==> config.mk <==
export PLATFORM = sky130hd
export DESIGN_NAME = hub75_row_scanner_flat
export DESIGN_NICKNAME = d
export VERILOG_FILES = /design/src/rtl/hub75_row_scanner_if.sv /design/src/rtl/hub75_row_scanner.sv /design/src/flat_wrapper.sv
export SDC_FILE = /design/constraint.sdc
export NUM_CORES = 1
export LEC_CHECK = 0
export BUFFER_PORTS_ARGS = -buffer_cell sky130_fd_sc_hd__buf_4
export CAP_MARGIN = 0
export CORE_ASPECT_RATIO = 0.7
export CORE_MARGIN = 2
export CORE_UTILIZATION = 50
export DETAILED_ROUTE_END_ITERATION = 16
export PLACE_DENSITY = 0.76
export SETUP_SLACK_MARGIN = 0.5
export SLEW_MARGIN = 20
export SYNTH_ARGS = -nofsm -noshare
export SYNTH_HDL_FRONTEND = slang
export SYNTH_SLANG_ARGS = --single-unit
export TNS_END_PERCENT = 10
==> constraint.sdc <==
create_clock -name clk -period 2.5 [get_ports clk]
set_input_delay 0.25 -clock clk [delete_from_list [all_inputs] [get_ports clk]]
set_output_delay 0.25 -clock clk [all_outputs]
set_load 0.02 [all_outputs]
==> src/rtl/hub75_row_scanner_if.sv <==
`default_nettype none
// ============================================================================
// Module   : hub75_row_scanner_if
// Summary  : Frame-memory read port (1-cycle latency, no back-pressure).
// Revision : 1.0 - initial release
// ============================================================================
interface hub75_row_scanner_if #(
    parameter int ADDR_W = 10,
    parameter int DATA_W = 24
);
    logic              mem_rd_en;
    logic [ADDR_W-1:0] mem_addr;
    logic [DATA_W-1:0] mem_rdata;

    modport master (
        output mem_rd_en,
        output mem_addr,
        input  mem_rdata
    );

    modport slave (
        input  mem_rd_en,
        input  mem_addr,
        output mem_rdata
    );
endinterface
`default_nettype wire

==> src/rtl/hub75_row_scanner.sv <==
`default_nettype none
// ============================================================================
// Module   : hub75_row_scanner
// Summary  : Scans frame memory row by row, bit plane by bit plane (LSB first),
//            shifting R/G/B onto a HUB75 panel with binary-weighted display.
// Revision : 1.0 - initial release
// ============================================================================
module hub75_row_scanner #(
    parameter int COLS = 64,
    parameter int ROWS = 16,
    parameter int BITS = 8,
    parameter int BASE = 1
) (
    input  wire                      clk,
    input  wire                      rst,
    input  wire                      start,
    output logic                     busy,
    output logic                     frame_done,
    hub75_row_scanner_if.master      mem_if,
    output logic                     hub_r,
    output logic                     hub_g,
    output logic                     hub_b,
    output logic                     hub_clk,
    output logic                     hub_lat,
    output logic                     hub_oe_n,
    output logic [$clog2(ROWS)-1:0]  hub_addr
);

    localparam int c_ADDR_W   = $clog2(ROWS * COLS);
    localparam int c_ROW_W    = $clog2(ROWS);
    localparam int c_COL_W    = (COLS > 1) ? $clog2(COLS) : 1;
    localparam int c_PLANE_W  = (BITS > 1) ? $clog2(BITS) : 1;
    localparam int c_DISP_MAX = BASE << (BITS - 1);
    localparam int c_CNT_W    = (c_DISP_MAX > 1) ? $clog2(c_DISP_MAX) : 1;

    localparam logic [2:0] c_IDLE     = 3'd0;
    localparam logic [2:0] c_PREFETCH = 3'd1;
    localparam logic [2:0] c_SHIFT_LO = 3'd2;
    localparam logic [2:0] c_SHIFT_HI = 3'd3;
    localparam logic [2:0] c_LATCH    = 3'd4;
    localparam logic [2:0] c_DISPLAY  = 3'd5;
    localparam logic [2:0] c_BLANK    = 3'd6;

    logic [2:0]           r_state;
    logic [c_ROW_W-1:0]   r_row;
    logic [c_PLANE_W-1:0] r_plane;
    logic [c_COL_W-1:0]   r_col;
    logic [c_CNT_W-1:0]   r_cnt;

    logic                 r_busy;
    logic                 r_frame_done;
    logic                 r_mem_rd_en;
    logic [c_ADDR_W-1:0]  r_mem_addr;
    logic                 r_hub_r;
    logic                 r_hub_g;
    logic                 r_hub_b;
    logic                 r_hub_clk;
    logic                 r_hub_lat;
    logic                 r_hub_oe_n;
    logic [c_ROW_W-1:0]   r_hub_addr;

    logic [BITS-1:0]      w_r_ch;
    logic [BITS-1:0]      w_g_ch;
    logic [BITS-1:0]      w_b_ch;
    logic                 w_last_col;
    logic                 w_last_plane;
    logic                 w_last_row;
    logic [c_ADDR_W-1:0]  w_row_base;
    logic [c_ADDR_W-1:0]  w_next_row_base;
    logic [c_ADDR_W-1:0]  w_next_col_addr;
    logic [c_CNT_W-1:0]   w_disp_load;

    assign w_r_ch = mem_if.mem_rdata[BITS-1:0];
    assign w_g_ch = mem_if.mem_rdata[2*BITS-1:BITS];
    assign w_b_ch = mem_if.mem_rdata[3*BITS-1:2*BITS];

    assign w_last_col   = (r_col   == c_COL_W'(COLS - 1));
    assign w_last_plane = (r_plane == c_PLANE_W'(BITS - 1));
    assign w_last_row   = (r_row   == c_ROW_W'(ROWS - 1));

    assign w_row_base      = c_ADDR_W'(r_row) * c_ADDR_W'(COLS);
    assign w_next_row_base = c_ADDR_W'(r_row + c_ROW_W'(1)) * c_ADDR_W'(COLS);
    assign w_next_col_addr = w_row_base + c_ADDR_W'(r_col) + c_ADDR_W'(1);
    assign w_disp_load     = c_CNT_W'((BASE << r_plane) - 1);

    always_ff @(posedge clk) begin
        if (rst) begin
            r_state      <= c_IDLE;
            r_row        <= '0;
            r_plane      <= '0;
            r_col        <= '0;
            r_cnt        <= '0;
            r_busy       <= 1'b0;
            r_frame_done <= 1'b0;
            r_mem_rd_en  <= 1'b0;
            r_mem_addr   <= '0;
            r_hub_r      <= 1'b0;
            r_hub_g      <= 1'b0;
            r_hub_b      <= 1'b0;
            r_hub_clk    <= 1'b0;
            r_hub_lat    <= 1'b0;
            r_hub_oe_n   <= 1'b1;
            r_hub_addr   <= '0;
        end else begin
            r_frame_done <= 1'b0;
            r_mem_rd_en  <= 1'b0;
            case (r_state)
                c_IDLE: begin
                    if (start) begin
                        r_row       <= '0;
                        r_plane     <= '0;
                        r_col       <= '0;
                        r_busy      <= 1'b1;
                        r_mem_rd_en <= 1'b1;
                        r_mem_addr  <= '0;
                        r_state     <= c_PREFETCH;
                    end
                end
                c_PREFETCH: begin
                    r_state <= c_SHIFT_LO;
                end
                c_SHIFT_LO: begin
                    r_hub_r   <= w_r_ch[r_plane];
                    r_hub_g   <= w_g_ch[r_plane];
                    r_hub_b   <= w_b_ch[r_plane];
                    r_hub_clk <= 1'b1;
                    // Next column's read is visible during SHIFT_HI so its
                    // data lands exactly in the following SHIFT_LO.
                    if (!w_last_col) begin
                        r_mem_rd_en <= 1'b1;
                        r_mem_addr  <= w_next_col_addr;
                    end
                    r_state <= c_SHIFT_HI;
                end
                c_SHIFT_HI: begin
                    r_hub_clk <= 1'b0;
                    if (!w_last_col) begin
                        r_col   <= r_col + c_COL_W'(1);
                        r_state <= c_SHIFT_LO;
                    end else begin
                        r_hub_lat <= 1'b1;
                        r_state   <= c_LATCH;
                    end
                end
                c_LATCH: begin
                    r_hub_lat  <= 1'b0;
                    r_hub_oe_n <= 1'b0;
                    r_cnt      <= w_disp_load;
                    r_state    <= c_DISPLAY;
                end
                c_DISPLAY: begin
                    if (r_cnt == '0) begin
                        r_hub_oe_n <= 1'b1;
                        // Row select moves together with blanking, never while lit.
                        if (w_last_plane && !w_last_row) begin
                            r_hub_addr <= r_row + c_ROW_W'(1);
                        end
                        r_state <= c_BLANK;
                    end else begin
                        r_cnt <= r_cnt - c_CNT_W'(1);
                    end
                end
                c_BLANK: begin
                    r_col <= '0;
                    if (!w_last_plane) begin
                        r_plane     <= r_plane + c_PLANE_W'(1);
                        r_mem_rd_en <= 1'b1;
                        r_mem_addr  <= w_row_base;
                        r_state     <= c_PREFETCH;
                    end else if (!w_last_row) begin
                        r_plane     <= '0;
                        r_row       <= r_row + c_ROW_W'(1);
                        r_mem_rd_en <= 1'b1;
                        r_mem_addr  <= w_next_row_base;
                        r_state     <= c_PREFETCH;
                    end else begin
                        r_busy       <= 1'b0;
                        r_frame_done <= 1'b1;
                        r_mem_addr   <= '0;
                        r_hub_r      <= 1'b0;
                        r_hub_g      <= 1'b0;
                        r_hub_b      <= 1'b0;
                        r_hub_addr   <= '0;
                        r_state      <= c_IDLE;
                    end
                end
                default: begin
                    r_state <= c_IDLE;
                end
            endcase
        end
    end

    // Read latency consumes the register stage, so during SHIFT_LO the colour
    // pins come straight from the returning pixel; other states hold the copy.
    assign hub_r = (r_state == c_SHIFT_LO) ? w_r_ch[r_plane] : r_hub_r;
    assign hub_g = (r_state == c_SHIFT_LO) ? w_g_ch[r_plane] : r_hub_g;
    assign hub_b = (r_state == c_SHIFT_LO) ? w_b_ch[r_plane] : r_hub_b;

    assign hub_clk          = r_hub_clk;
    assign hub_lat          = r_hub_lat;
    assign hub_oe_n         = r_hub_oe_n;
    assign hub_addr         = r_hub_addr;
    assign busy             = r_busy;
    assign frame_done       = r_frame_done;
    assign mem_if.mem_rd_en = r_mem_rd_en;
    assign mem_if.mem_addr  = r_mem_addr;

endmodule
`default_nettype wire
==> src/flat_wrapper.sv <==
// flat-port wrapper written by rule: the top's interface ports become plain ports
module hub75_row_scanner_flat 
#(
    parameter int COLS = 64,
    parameter int ROWS = 16,
    parameter int BITS = 8,
    parameter int BASE = 1
)
  (clk, rst, start, busy, frame_done, hub_r, hub_g, hub_b, hub_clk, hub_lat, hub_oe_n, hub_addr, mem_if_mem_rd_en, mem_if_mem_addr, mem_if_mem_rdata);
  hub75_row_scanner_if mem_if_i ();
  input  wire clk;
  input  wire rst;
  input  wire start;
  output logic busy;
  output logic frame_done;
  output logic hub_r;
  output logic hub_g;
  output logic hub_b;
  output logic hub_clk;
  output logic hub_lat;
  output logic hub_oe_n;
  output logic [$clog2(ROWS)-1:0] hub_addr;
  output wire logic [$bits(mem_if_i.mem_rd_en)-1:0] mem_if_mem_rd_en;
  output wire logic [$bits(mem_if_i.mem_addr)-1:0] mem_if_mem_addr;
  input wire logic [$bits(mem_if_i.mem_rdata)-1:0] mem_if_mem_rdata;
  assign mem_if_mem_rd_en = mem_if_i.mem_rd_en;
  assign mem_if_mem_addr = mem_if_i.mem_addr;
  assign mem_if_i.mem_rdata = mem_if_mem_rdata;
  hub75_row_scanner #(.COLS(COLS), .ROWS(ROWS), .BITS(BITS), .BASE(BASE)) u_core (.clk(clk), .rst(rst), .start(start), .busy(busy), .frame_done(frame_done), .mem_if(mem_if_i), .hub_r(hub_r), .hub_g(hub_g), .hub_b(hub_b), .hub_clk(hub_clk), .hub_lat(hub_lat), .hub_oe_n(hub_oe_n), .hub_addr(hub_addr));
endmodule
# Word level (Yosys, flattened, before mapping)
# Index checks and enable logic that the tools add are counted.
[word_totals] register_bits=46 latch_bits=0 mem_bits_rw=0 romBits=0 input_bits=27 output_inout_bits=23 mem_count=0
[classes] add_sub_neg=8 n_mul=0 div_mod_pow=0 magnitude_cmp=1 eq_ne=20 shifts=1 muxes=56 bitwise=2 n_reduce_logical=24
[ops] op="$mux W10" n=4
[ops] op="$pmux W10 S3" n=1
[ops] op="$mux W4" n=7
[ops] op="$mux W3" n=7
[ops] op="$pmux W3 S7" n=1
[ops] op="$pmux W6 S3" n=1
[ops] op="$mux W1" n=17
[ops] op="$pmux W4 S2" n=2
[ops] op="$pmux W1 S2" n=7
[ops] op="$pmux W7 S2" n=1
[ops] op="$eq A3 B3 Y1 const B" n=4
[ops] op="$mux W6" n=2
[ops] op="$reduce_and A3 Y1" n=4
[ops] op="$reduce_bool A2 Y1" n=6
[ops] op="$add A10 B1 Y10 const B" n=1
[ops] op="$add A10 B6 Y10" n=1
[ops] op="$ne A2 B1 Y1 const B" n=5
[ops] op="$ne A2 B2 Y1 const B" n=5
[ops] op="$bmux W1 S3" n=3
[ops] op="$add A4 B1 Y4 const B" n=2
[ops] op="$reduce_and A2 Y1" n=4
[ops] op="$reduce_and A4 Y1" n=2
[ops] op="$logic_not A7 Y1" n=1
[ops] op="$mux W7" n=1
[ops] op="other kinds (20)" n=23

# Logic depth before layout (Yosys ltp)
# Gate-level depths: netlist of the first run.
[depth] depth_word=6 mapped_depth=7 ltp_nobuf=6

# Least setup slack after synthesis of the first run
# OpenSTA, ideal clock, no wires.
[synth_timing] path_type="flip-flop to flip-flop" start="register u_core.r_plane[0]" end="register u_core.r_cnt[3]" setup_ns=0.132 arrival_time_ns=1.719 t_required_ns=2.368 slack_ns=0.649 path_stages_with_launch=8 path_buffers=1 synth_period_minus_slack_ns=1.851 path_cell_list="dfxtp_1 buf_2 inv_1 ha_1 or3_1 and4_1 o31ai_1 a21oi_1"
[synth_via] elab_chain_cells=3
[synth_lines] item="start: declaration" line_no="hub75_row_scanner.sv:46" rtl="logic [c_PLANE_W-1:0] r_plane;"
[synth_lines] item="start signal: assignment" line_no="hub75_row_scanner.sv:166" rtl="r_plane <= r_plane + c_PLANE_W'(1);"
[synth_lines] item="$shl A1 B3 Y7" line_no="hub75_row_scanner.sv:84" rtl="assign w_disp_load = c_CNT_W'((BASE << r_plane) - 1);"
[synth_lines] item="$sub A7 B2 Y7" line_no="hub75_row_scanner.sv:84"
[synth_lines] item="$pmux W7 S2" line_no="hub75_row_scanner.sv:107" rtl="case (r_state)"
[synth_lines] item="end signal: assignment" line_no="hub75_row_scanner.sv:148" rtl="r_cnt <= w_disp_load;"
[synth_lines] item="end signal: assignment" line_no="hub75_row_scanner.sv:160" rtl="r_cnt <= r_cnt - c_CNT_W'(1);"
[synth_lines] item="end: declaration" line_no="hub75_row_scanner.sv:48" rtl="logic [c_CNT_W-1:0] r_cnt;"
# No other way between the ends.
# A chain may end at the register's enable or synchronous reset.

# Worst setup path in the final report of the first run
[layout_timing] start="register u_core.r_plane[0]" end="output port hub_b"
[layout_via] elab_chain_cells=3
[layout_lines] item="$bmux W1 S3" line_no="hub75_row_scanner.sv:198" rtl="assign hub_b = (r_state == c_SHIFT_LO) ? w_b_ch[r_plane] : r_hub_b;"
[layout_lines] item="$mux W1 (not written as such)" line_no="hub75_row_scanner.sv:198"
[layout_lines] item="$mux W1" line_no="hub75_row_scanner.sv:198"
[layout_lines] item="end: declaration" line_no="flat_wrapper.sv:18" rtl="output logic hub_b;"
# No other way between the ends. The select of a mux whose other input is x is not followed.

==> insert_results.sql, run 1 <==
INSERT INTO impl_metrics (metric_group, metric, value, unit) VALUES
('status', 'outcome', 'complete, no violations', ''),
('die', 'placementRows', '22', ''),
('setup_path', 'crit_arrival', '1790', 'ps'),
('synth', 'synth.distinct_cells', '64', ''),
('clocking', 'clock_transition_at_the_registers_of_the_reported_paths', '90', 'ps'),
('routing', 'ant_nets', '0', ''),
('synth', 'postSynthRegisterBits', '46', ''),
('global_route', 'global_route_wire_length_before_repair', '12200', 'um'),
('routing', 'detail_route.first_pass.iterations', '5', ''),
('global_route', 'number_of_global_route_vias_before_repair', '2499', ''),
('die', 'floorplan.die_area', '6310', 'um^2'),
('sta', 'setup_viol_count_final', '0', ''),
('clocking', 'cts-htree-levels', '2', ''),
('synth', 'synth_top_area_share', '32.4', '%'),
('power', 'ir_worst_vdd', '233', 'uV'),
('die', 'floorplan.initialDensity', '52.9', '%'),
('synth', 'post_synth_inst_count', '341', ''),
('synth', 'yosys_most_used_dff', 'dfxtp_1', ''),
('clocking', 'clock_insertion_delay_worst_skew', '300', 'ps'),
('clocking', 'cts_inserted_buffers', '5', ''),
('sta', 'fmax', '0.490', 'GHz'),
('setup_path', 'crit_path_end', 'hub_b', ''),
('setup_path', 'worstSetupStartpointType', 'flip-flop', ''),
('clocking', 'buffer_levels_on_the_longest_clock_path', '2', ''),
('setup_path', 'cp-end-kind', 'output pin', ''),
('setup_path', 'worst_ep_required_time', '2250', 'ps'),
('routing', 'total_detailed_routing_wirelength', '7400', 'um'),
('setup_path', 'critical_path.max_fanout', '7', ''),
('routing', 'dr_total_vias', '2796', ''),
('die', 'ios', '50', ''),
('synth', 'synth_top_cell_by_area', 'dfxtp_1', ''),
('final_layout', 'post_route_cells_drive_above_1_share', '25.7', '%'),
('power', 'leakagePower', '1.31', 'nW'),
('flow_run', 'max_cap_viol_count', '0', ''),
('synth', 'synth.top_cells.by_area', 'dfxtp_1 (32%), a21oi_1 (5.8%), mux4_2 (4.8%)', ''),
('sta', 'count_of_endpoints_failing_hold_in_the_final_timing_report', '0', ''),
('setup_path', 'startpoint', 'u_core.r_plane[0]', ''),
('setup_path', 'r2r_end', 'u_core.r_hub_g', ''),
('synth', 'synth.avg_cell_area', '8.33', 'um^2'),
('synth', 'yosysSeqAreaShare', '32.4', '%'),
('synth', 'synth.yosys.warnings', '0', ''),
('sta', 'slew-limit-headroom', '59.7', '%'),
('power', 'power_density', '411', 'nW/um^2'),
('setup_path', 'critical_path.reg2reg.startpoint', 'u_core.r_plane[0]', ''),
('synth', 'synth-edff-count', '0', ''),
('final_layout', 'area_growth_syn_to_layout', '20.2', '%'),
('placed_design', 'globalplace.congestion', '0.932', ''),
('clocking', 'clock-sinks', '46', ''),
('min_path', 'timing.hold.worst.class', 'in -> reg', ''),
('routing', 'initial_detailed_routing_violation_count', '257', ''),
('final_layout', 'antennaDiodeCount', '0', ''),
('sta', 'rsz_0062_raised_after_global_routing', 'yes', ''),
('setup_path', 'r2r_slack', '490', 'ps'),
('sta', 'final_min_period_over_clock_period', '81.7', '%'),
('clocking', 'cts_tree', 'yes', ''),
('setup_path', 'r2r_cells', '10', ''),
('synth', 'synth_async_sr_flop_share', '0', '%'),
('setup_path', 'crit_type', 'reg -> out', ''),
('die', 'coreArea', '5370', 'um^2'),
('global_route', 'grt_start_max_net_pins', '54', ''),
('die', 'dieHeight', '67.1', 'um'),
('global_route', 'track_usage', '25.1', '%'),
('clocking', 'cts-root-buf', 'clkbuf_8', ''),
('routing', 'drc', '0', ''),
('die', 'die_w', '94.1', 'um'),
('placed_design', 'buffer_ports.inserted', '49', ''),
('routing', 'avgViaCountPerCell', '6.12', ''),
('sta', 'tns', '0', 'ps'),
('global_route', 'grt_overflow', '0', ''),
('synth', 'synth.cell_area', '2840', 'um^2'),
('placed_design', 'dp_hpwl', '5260', 'um'),
('final_layout', 'final_net_count', '422', ''),
('sta', 'period_needed', '2040', 'ps'),
('global_route', 'antenna_violations_before_repair', '0', ''),
('synth', 'synth.net_count', '378', ''),
('sta', 'worstMarginPinSlew', '603', 'ps'),
('sta', 'final_max_slew_viol_count', '0', ''),
('final_layout', 'post_layout_utilization_of_the_core', '63.6', '%'),
('routing', 'wire_per_inst', '16.2', 'um'),
('sta', 'worst_clock_skew', '5.33', 'ps');
-- per-stage QoR --
stage	hold slack, ps	total power, mW	setup WS (ps)	std cells	cell area (um^2)
after floorplan	441	0.886	649	341	2840
after global placement	444	0.962	458	442	3230
after detailed placement	454	0.963	373	442	3230
after CTS	275	1.41	427	457	3390
after global routing	300	1.46	394	457	3410
final	283	1.40	458	457	3410
-- sequential cells by signal, indices dropped and copies added (netlist names) --
name and cells:
u_core.hub_addr 4, u_core.r_state 3, u_core.r_plane 3, u_core.frame_done 1, u_core.r_hub_r 1, u_core.r_hub_b 1
u_core.r_hub_g 1, u_core.hub_clk 1, u_core.r_cnt 7, u_core.busy 1, u_core.mem_if.mem_addr 10, u_core.r_col 6
u_core.r_row 4, u_core.hub_oe_n 1, u_core.hub_lat 1, u_core.mem_if.mem_rd_en 1
-- routing by layer --
metal	part of all wire, %	GRT usage (%)	up-vias	wire length [um]
met1	49	36.8	1317	3630
li1	-	-	1354	-
met2	43	37.4	117	3170
met4	0.82	5.43	0	61
met5	0	0	-	0
met3	7.3	5.88	8	540
-- area by class of cell --
class / count / area (um^2)
well taps: 72 / 90.1
repair buffers: 64 / 488
clock buffers: 5 / 68.8
flip-flops and latches: 46 / 928
inverters: 15 / 56.3
clock inverters: 2 / 10.0
multi-input cells: 253 / 1770
fillers: 468 / 1950
-- worst min-delay path by stage --
| stage | slack (ps) | cells past startpoint | end | start |
|---|---|---|---|---|
| 6_report | 280 | 3 | u_core.r_state[0] | start |
| 5_1_grt | 300 | 3 | u_core.r_state[0] | start |
| 4_1_cts | 270 | 3 | u_core.r_state[0] | start |
| 3_5_place_dp | 450 | 2 | u_core.mem_if.mem_addr[8] | u_core.mem_if.mem_addr[8] |
| 3_3_place_gp | 440 | 2 | u_core.mem_if.mem_addr[5] | u_core.mem_if.mem_addr[5] |
| 2_1_floorplan | 440 | 2 | u_core.r_cnt[1] | u_core.r_cnt[1] |
-- cell usage after synthesis (all sizes together), types with 4 or more instances --
| cell type | number |
|---|---|
| a22oi | 6 |
| nor2 | 23 |
| dfxtp | 46 |
| nor3 | 10 |
| nand4 | 5 |
| a211oi | 6 |
| mux4 | 6 |
| and3 | 5 |
| a31oi | 6 |
| o21ai | 24 |
| clkbuf | 11 |
| or3 | 4 |
| nand2b | 5 |
| nand3b | 8 |
| inv | 15 |
| buf | 16 |
| o211ai | 4 |
| o41ai | 5 |
| nand2 | 18 |
| ha | 10 |
| nand3 | 15 |
| and2 | 5 |
| a21oi | 33 |
-- cells by family (layout without fill, tap and decap cells) --
| family | after synthesis | count (layout) | share of synthesized area, % |
|---|---|---|---|
| DFF | 46 | 46 | 32.4 |
| xor gates and xnor gates | 6 | 6 | 1.85 |
| AOI/OAI and AO/OA | 108 | 108 | 25.0 |
| and+or+nand+nor | 119 | 119 | 23.9 |
| adders and majority gates | 10 | 10 | 4.40 |
| buffers and inverters | 42 | 86 | 6.25 |
| muxes | 10 | 10 | 6.21 |
-- cells in the final DEF, fill, tap and decap left out, types with 8 or more instances in the layout --
| cell | count |
|---|---|
| dfxtp_1 | 42 |
| a21oi_1 | 32 |
| nand3b_1 | 8 |
| nor2_1 | 23 |
| o21ai_0 | 22 |
| nand2_1 | 18 |
| inv_1 | 14 |
| ha_1 | 8 |
| nand3_1 | 14 |
| buf_4 | 63 |
| nor3_1 | 10 |
-- power breakdown --
| part | total, mW | switching (mW) | internal [mW] | leakage, nW |
|---|---|---|---|---|
| registers | 0.767 | 0.0216 | 0.745 | 0.374 |
| clock network | 0.445 | 0.257 | 0.188 | 0.0438 |
| logic | 0.192 | 0.0992 | 0.0928 | 0.890 |
-- critical path: stages (launching register included) --
cell and delay [ps]:
dfxtp_4 370, buf_8 130, mux4_2 520, mux2i_4 180
a21oi_1 110, buf_4 160
-- timing repair --
action | 4_1_cts | 5_1_grt
hold buffers | 0 | 0
cloned | 0 | 0
resized for setup | 7 | 7
buffers inserted | 8 | 0
endpoints found under the setup margin | 21 | 32
Power figures use the tool's default switching activity.
==> inputs of run 2 (changes only) <==
- clock period: 2.5 -> 2.08 ns (I/O delays scaled with it)
==> run 2 against run 1 <==
First-iteration DRC count rose by 2.3%. Critical path depth stayed put. Critical endpoint is now hub_g. Setup slack lost 340 ps. Via count up 6.8%. Cell area is 8.0% higher. Register-to-register slack worse by 270 ps. Sequential power increased by 19%. Sequential share of layout area down 1.9 points. Clock skew shrank 1.4 ps. Worst hold slack worse by 19 ps.
==> insert_results.sql, run 2 (synthesis gave the netlist of run 1 again) <==
INSERT INTO impl_metrics (metric_group, metric, value, unit) VALUES
('status', 'outcome', 'complete, no violations', ''),
('setup_path', 'path_cells', 'buf_6 > mux4_2 > mux2i_4 > a21oi_2 > buf_4', ''),
('final_layout', 'antennaDiodeCount', '0', ''),
('final_layout', 'area_growth_syn_to_layout', '29.8', '%'),
('global_route', 'number_of_global_route_vias_before_repair', '2577', ''),
('sta', 'slew-limit-headroom', '57.0', '%'),
('clocking', 'cts-root-buf', 'clkbuf_8', ''),
('die', 'ios', '50', ''),
('routing', 'ant_nets', '0', ''),
('flow_run', 'max_cap_viol_count', '0', ''),
('global_route', 'global_route.usage.met3', '6.22', '%'),
('die', 'die_w', '94.1', 'um'),
('routing', 'dr_total_vias', '2987', ''),
('setup_path', 'cp-end-kind', 'output pin', ''),
('clocking', 'clock_transition_at_the_registers_of_the_reported_paths', '90', 'ps'),
('setup_path', 'worst_ep_required_time', '1870', 'ps'),
('die', 'floorplan.die_area', '6310', 'um^2'),
('placed_design', 'globalplace.congestion', '0.983', ''),
('sta', 'tns', '0', 'ps'),
('routing', 'detail_route.first_pass.iterations', '5', ''),
('power', 'ir_worst_vdd', '292', 'uV'),
('sta', 'worst_clock_skew', '3.95', 'ps'),
('setup_path', 'crit_arrival', '1750', 'ps'),
('final_layout', 'largest_register_ffs', '10', ''),
('clocking', 'clock_insertion_delay_worst_skew', '300', 'ps'),
('sta', 'rsz_0062_raised_after_global_routing', 'yes', ''),
('power', 'leakagePower', '1.41', 'nW'),
('sta', 'final.setup.worst_slack', '121', 'ps'),
('sta', 'setup_viol_count_final', '0', ''),
('routing', 'total_detailed_routing_wirelength', '8330', 'um'),
('final_layout', 'layout.filler_cells', '436', ''),
('sta', 'final_min_period_over_clock_period', '94.2', '%'),
('global_route', 'antenna_violations_before_repair', '0', ''),
('placed_design', 'buffer_ports.inserted', '49', ''),
('routing', 'wire_per_inst', '17.5', 'um'),
('clocking', 'buffer_levels_on_the_longest_clock_path', '2', ''),
('global_route', 'use_met2', '38.5', '%'),
('final_layout', 'final_net_count', '439', ''),
('power', 'power_density', '507', 'nW/um^2'),
('global_route', 'grt_start_max_net_pins', '54', ''),
('global_route', 'track_usage', '26.2', '%'),
('clocking', 'holdBufCountCts', '0', ''),
('die', 'floorplan.initialDensity', '52.9', '%'),
('sta', 'final_max_slew_viol_count', '0', ''),
('setup_path', 'worstSetupStartpointType', 'flip-flop', ''),
('global_route', 'grt_overflow', '0', ''),
('sta', 'count_of_endpoints_failing_hold_in_the_final_timing_report', '0', ''),
('sta', 'period_needed', '1960', 'ps'),
('setup_path', 'path_delay_family', 'multiplexers', ''),
('routing', 'initial_detailed_routing_violation_count', '263', ''),
('sta', 'fmax', '0.510', 'GHz'),
('final_layout', 'post_route_cells_drive_above_1_share', '33.3', '%'),
('sta', 'whs', '263', 'ps'),
('routing', 'drc', '0', ''),
('clocking', 'cts_tree', 'yes', ''),
('setup_path', 'critical-path-slowest-cell', 'mux4_2', ''),
('die', 'placementRows', '22', ''),
('final_layout', 'final_cell_mix', 'buf_4 (76), dfxtp_1 (38), a21oi_1 (27)', ''),
('die', 'coreArea', '5370', 'um^2'),
('setup_path', 'critical_path.max_fanout', '4', ''),
('placed_design', 'dp_hpwl', '5670', 'um'),
('final_layout', 'layout.cells.most_common', 'buf_4', ''),
('global_route', 'busiest_layer', 'met1', ''),
('clocking', 'cts_inserted_buffers', '5', ''),
('die', 'dieHeight', '67.1', 'um'),
('min_path', 'timing.hold.worst.class', 'in -> reg', ''),
('global_route', 'global_route_wire_length_before_repair', '12800', 'um'),
('setup_path', 'crit_buf_inv', '2', ''),
('setup_path', 'slowest_delay', '520', 'ps'),
('power', 'power', '1.87', 'mW'),
('setup_path', 'crit_type', 'reg -> out', ''),
('clocking', 'cts-htree-levels', '2', ''),
('clocking', 'clock-sinks', '46', ''),
('global_route', 'global_route.usage.met1', '39.1', '%'),
('routing', 'avgViaCountPerCell', '6.29', ''),
('placed_design', 'placement.setup.worst_slack', '181', 'ps'),
('sta', 'worstMarginPinSlew', '643', 'ps');
run 2: worst paths after layout:
kind,startpoint,endpoint,slack (ps),cells after the start
min reg2reg,u_core.mem_if.mem_addr[5],u_core.mem_if.mem_addr[5],460,2
max,u_core.r_plane[0],hub_g,120,5
max reg2reg,u_core.r_state[1],u_core.mem_if.mem_rd_en,220,4
min,start,u_core.r_state[0],260,3
run 2: power breakdown:
part           internal [mW]  leakage [nW]  total, mW  switching [mW]
sequential             0.895         0.377      0.914          0.0190
combinational          0.137         0.977      0.281           0.145
clock                  0.354        0.0579      0.676           0.322
total                   1.39          1.41       1.87           0.486
run 2: cell type report:
cell class / count / area (um^2) / share of cell area, %
well taps: 72 / 90.1 / 2.44
multi-input cells: 253 / 1880 / 50.9
repair buffers: 81 / 621 / 16.8
clock buffers: 5 / 68.8 / 1.87
inverters: 15 / 56.3 / 1.53
clock inverters: 3 / 40.0 / 1.09
flip-flops and latches: 46 / 933 / 25.3
run 2: worst register-to-register path, cell delays in order (launching register included):
cell and delay, ps:
dfxtp_1 380, buf_4 210, nor4b_2 600, a21oi_2 130, a2111oi_2 430
run 2: metrics by stage:
step	util [%]	instance area [um^2]	std cells
after floorplan	-	2870	341
after global placement	62.4	3350	457
after detailed placement	62.4	3350	457
after CTS	65.2	3500	467
after global routing	68.7	3690	475
final	68.7	3690	475
run 2: repair_timing:
action | in CTS | in global routing
buffers inserted | 2 | 8
gates cloned | 0 | 0
pin swaps | 1 | 6
gates resized for setup | 6 | 27
endpoints found under the setup margin | 45 | 46
run 2: layer usage:
metal / vias up / wire length, um
li1: 1394 / -
met1: 1382 / 3870
met4: 0 / 175
met5: - / 0
met2: 185 / 3450
met3: 26 / 824
==> inputs of run 3 (changes only) <==
--- a/config.mk
+++ b/config.mk
@@ -7,2 +7,3 @@
 export LEC_CHECK = 0
+export ABC_CLOCK_PERIOD_IN_PS = 2080
 export BUFFER_PORTS_ARGS = -buffer_cell sky130_fd_sc_hd__buf_4
==> constraint.sdc (replaced) <==
create_clock -name clk -period 2.08 [get_ports clk]
set_input_delay 0.104 -clock clk [delete_from_list [all_inputs] [get_ports clk]]
set_output_delay 0.104 -clock clk [all_outputs]
set_load 0.02 [all_outputs]
==> run 3 against run 2 <==
Die area did not move. Clock skew grew 1.9 ps. Core utilization fell by 2.8 points. Sequential cell count stayed put. Count of clock-buffer cells in the layout up 3. Register-to-register slack improved by 80 ps. Largest power group unchanged.
==> insert_results.sql, run 3 (synthesis gave the netlist of run 1 again) <==
INSERT INTO impl_metrics (metric_group, metric, value, unit) VALUES
('status', 'outcome', 'complete, no violations', ''),
('setup_path', 'critical-path-slowest-cell', 'mux4_2', ''),
('min_path', 'whs_path_depth', '3', ''),
('power', 'leakagePower', '1.36', 'nW'),
('final_layout', 'largest_register_ffs', '10', ''),
('setup_path', 'worst_ep_required_time', '1980', 'ps'),
('setup_path', 'critical_path.reg2reg.startpoint', 'u_core.r_col[0]', ''),
('die', 'die_w', '94.1', 'um'),
('sta', 'fmax', '0.526', 'GHz'),
('setup_path', 'r2r_end', 'u_core.r_col[4]', ''),
('final_layout', 'area_growth_syn_to_layout', '24.4', '%'),
('min_path', 'worst_hold_path.endpoint', 'u_core.r_state[0]', ''),
('placed_design', 'buffer_ports.inserted', '49', ''),
('sta', 'slew-limit-headroom', '63.8', '%'),
('global_route', 'global_route_wire_length_before_repair', '12700', 'um'),
('clocking', 'cts_inserted_buffers', '5', ''),
('sta', 'setup_viol_count_final', '0', ''),
('routing', 'dr_total_vias', '2868', ''),
('final_layout', 'post_route_cells_drive_above_1_share', '28.9', '%'),
('routing', 'detail_route.first_pass.iterations', '5', ''),
('global_route', 'busiest_layer', 'met1', ''),
('setup_path', 'path_cells', 'buf_8 > mux4_2 > mux2i_2 > a21oi_2 > buf_4', ''),
('global_route', 'grt_start_max_net_pins', '54', ''),
('sta', 'whs', '145', 'ps'),
('sta', 'final_min_period_over_clock_period', '91.4', '%'),
('min_path', 'timing.hold.worst.class', 'in -> reg', ''),
('clocking', 'clock-sinks', '46', ''),
('global_route', 'grt_overflow', '0', ''),
('die', 'placementRows', '22', ''),
('setup_path', 'critical_path.max_fanout', '7', ''),
('power', 'power_density', '513', 'nW/um^2'),
('setup_path', 'crit_buf_inv', '2', ''),
('global_route', 'global_route.usage.met3', '5.32', '%'),
('global_route', 'number_of_global_route_vias_before_repair', '2561', ''),
('setup_path', 'path_delay_family', 'multiplexers', ''),
('setup_path', 'slowest_delay', '510', 'ps'),
('sta', 'tns', '0', 'ps'),
('final_layout', 'final_net_count', '431', ''),
('clocking', 'holdBufCountCts', '0', ''),
('final_layout', 'layout.filler_cells', '446', ''),
('die', 'coreArea', '5370', 'um^2'),
('global_route', 'track_usage', '26.2', '%'),
('setup_path', 'r2r_slack', '300', 'ps'),
('clocking', 'cts-root-buf', 'clkbuf_8', ''),
('die', 'ios', '50', ''),
('placed_design', 'globalplace.congestion', '0.920', ''),
('routing', 'wire_per_inst', '16.3', 'um'),
('routing', 'drc', '0', ''),
('setup_path', 'crit_arrival', '1800', 'ps'),
('routing', 'ant_nets', '0', ''),
('sta', 'period_needed', '1900', 'ps'),
('final_layout', 'antennaDiodeCount', '0', ''),
('global_route', 'global_route.usage.met1', '40.0', '%'),
('routing', 'total_detailed_routing_wirelength', '7610', 'um'),
('clocking', 'cts_tree', 'yes', ''),
('setup_path', 'worstSetupStartpointType', 'flip-flop', ''),
('clocking', 'buffer_levels_on_the_longest_clock_path', '2', ''),
('placed_design', 'postPlaceCellArea', '3310', 'um^2'),
('power', 'ir_worst_vdd', '279', 'uV'),
('setup_path', 'crit_type', 'reg -> out', ''),
('final_layout', 'layout.cells.most_common', 'buf_4', ''),
('sta', 'worst_clock_skew', '5.82', 'ps'),
('placed_design', 'dp_hpwl', '5480', 'um'),
('setup_path', 'cp-end-kind', 'output pin', ''),
('final_layout', 'final_cell_mix', 'buf_4 (71), dfxtp_1 (43), a21oi_1 (30)', ''),
('sta', 'rsz_0062_raised_after_global_routing', 'yes', ''),
('final_layout', 'layout.cell_area.non_filler', '3540', 'um^2'),
('routing', 'avgViaCountPerCell', '6.14', ''),
('global_route', 'use_met2', '35.8', '%'),
('sta', 'final_max_slew_viol_count', '0', ''),
('die', 'floorplan.initialDensity', '52.9', '%'),
('global_route', 'antenna_violations_before_repair', '0', ''),
('clocking', 'clock_transition_at_the_registers_of_the_reported_paths', '80', 'ps'),
('clocking', 'clock_insertion_delay_worst_skew', '310', 'ps'),
('flow_run', 'max_cap_viol_count', '0', ''),
('min_path', 'worst_hold_startpoint', 'start', ''),
('routing', 'initial_detailed_routing_violation_count', '192', ''),
('setup_path', 'r2r_cells', '6', ''),
('die', 'floorplan.die_area', '6310', 'um^2'),
('die', 'dieHeight', '67.1', 'um'),
('sta', 'worstMarginPinSlew', '543', 'ps'),
('clocking', 'cts-htree-levels', '2', ''),
('final_layout', 'post_layout_utilization_of_the_core', '65.9', '%'),
('sta', 'count_of_endpoints_failing_hold_in_the_final_timing_report', '0', '');
-- run 3: worst max path at each step --
| stage | end | from | depth (start not counted) |
|---|---|---|---|
| 5_1_grt | hub_g | u_core.r_plane[0] | 5 |
| 6_report | hub_g | u_core.r_plane[0] | 5 |
| 3_3_place_gp | u_core.r_plane[2] | u_core.r_plane[1] | 7 |
| 4_1_cts | hub_g | u_core.r_plane[0] | 5 |
| 3_5_place_dp | u_core.hub_addr[0] | u_core.r_plane[1] | 6 |
| 2_1_floorplan | u_core.mem_if.mem_addr[7] | u_core.r_row[0] | 6 |
-- run 3: routing by layer --
layer	vias up	share of wire (%)	wire [um]
met5	-	0	0
li1	1387	-	-
met4	0	1.5	116
met3	11	7.2	547
met1	1351	51	3880
met2	119	40	3070
-- run 3: area by class of cell --
type | instances | area (um^2) | area share (%)
Clock buffer | 8 | 110 | 3.11
Inverter | 15 | 56.3 | 1.59
Multi-Input combinational cell | 253 | 1790 | 50.6
Sequential cell | 46 | 930 | 26.3
Tap cell | 72 | 90.1 | 2.55
Timing Repair Buffer | 73 | 559 | 15.8
-- run 3: report_power, final --
part / internal [mW] / switching, mW
clock: 0.336 / 0.310
sequential: 0.894 / 0.0194
combinational: 0.123 / 0.131
total: 1.35 / 0.461
-- run 3: worst register-to-register path, cell delays in order, from the launching register on --
cell and delay (ps):
dfxtp_1 470, ha_1 210, nand3_1 120, buf_4 200
o21ai_2 270, nand2_1 160, a311oi_1 270
-- run 3: repair_timing --
item                                    CTS  global route
endpoints found under the setup margin   43            47
pin swaps                                 1             4
gates resized for setup                   8             7
buffers inserted                          3             4
-- run 3: metrics by stage --
step,total power [mW],std cells,worst slack [ps]
after floorplan,1.07,341,475
after global placement,1.16,452,286
after detailed placement,1.17,452,237
after CTS,1.80,463,163
after global routing,1.89,467,105
final,1.81,467,179
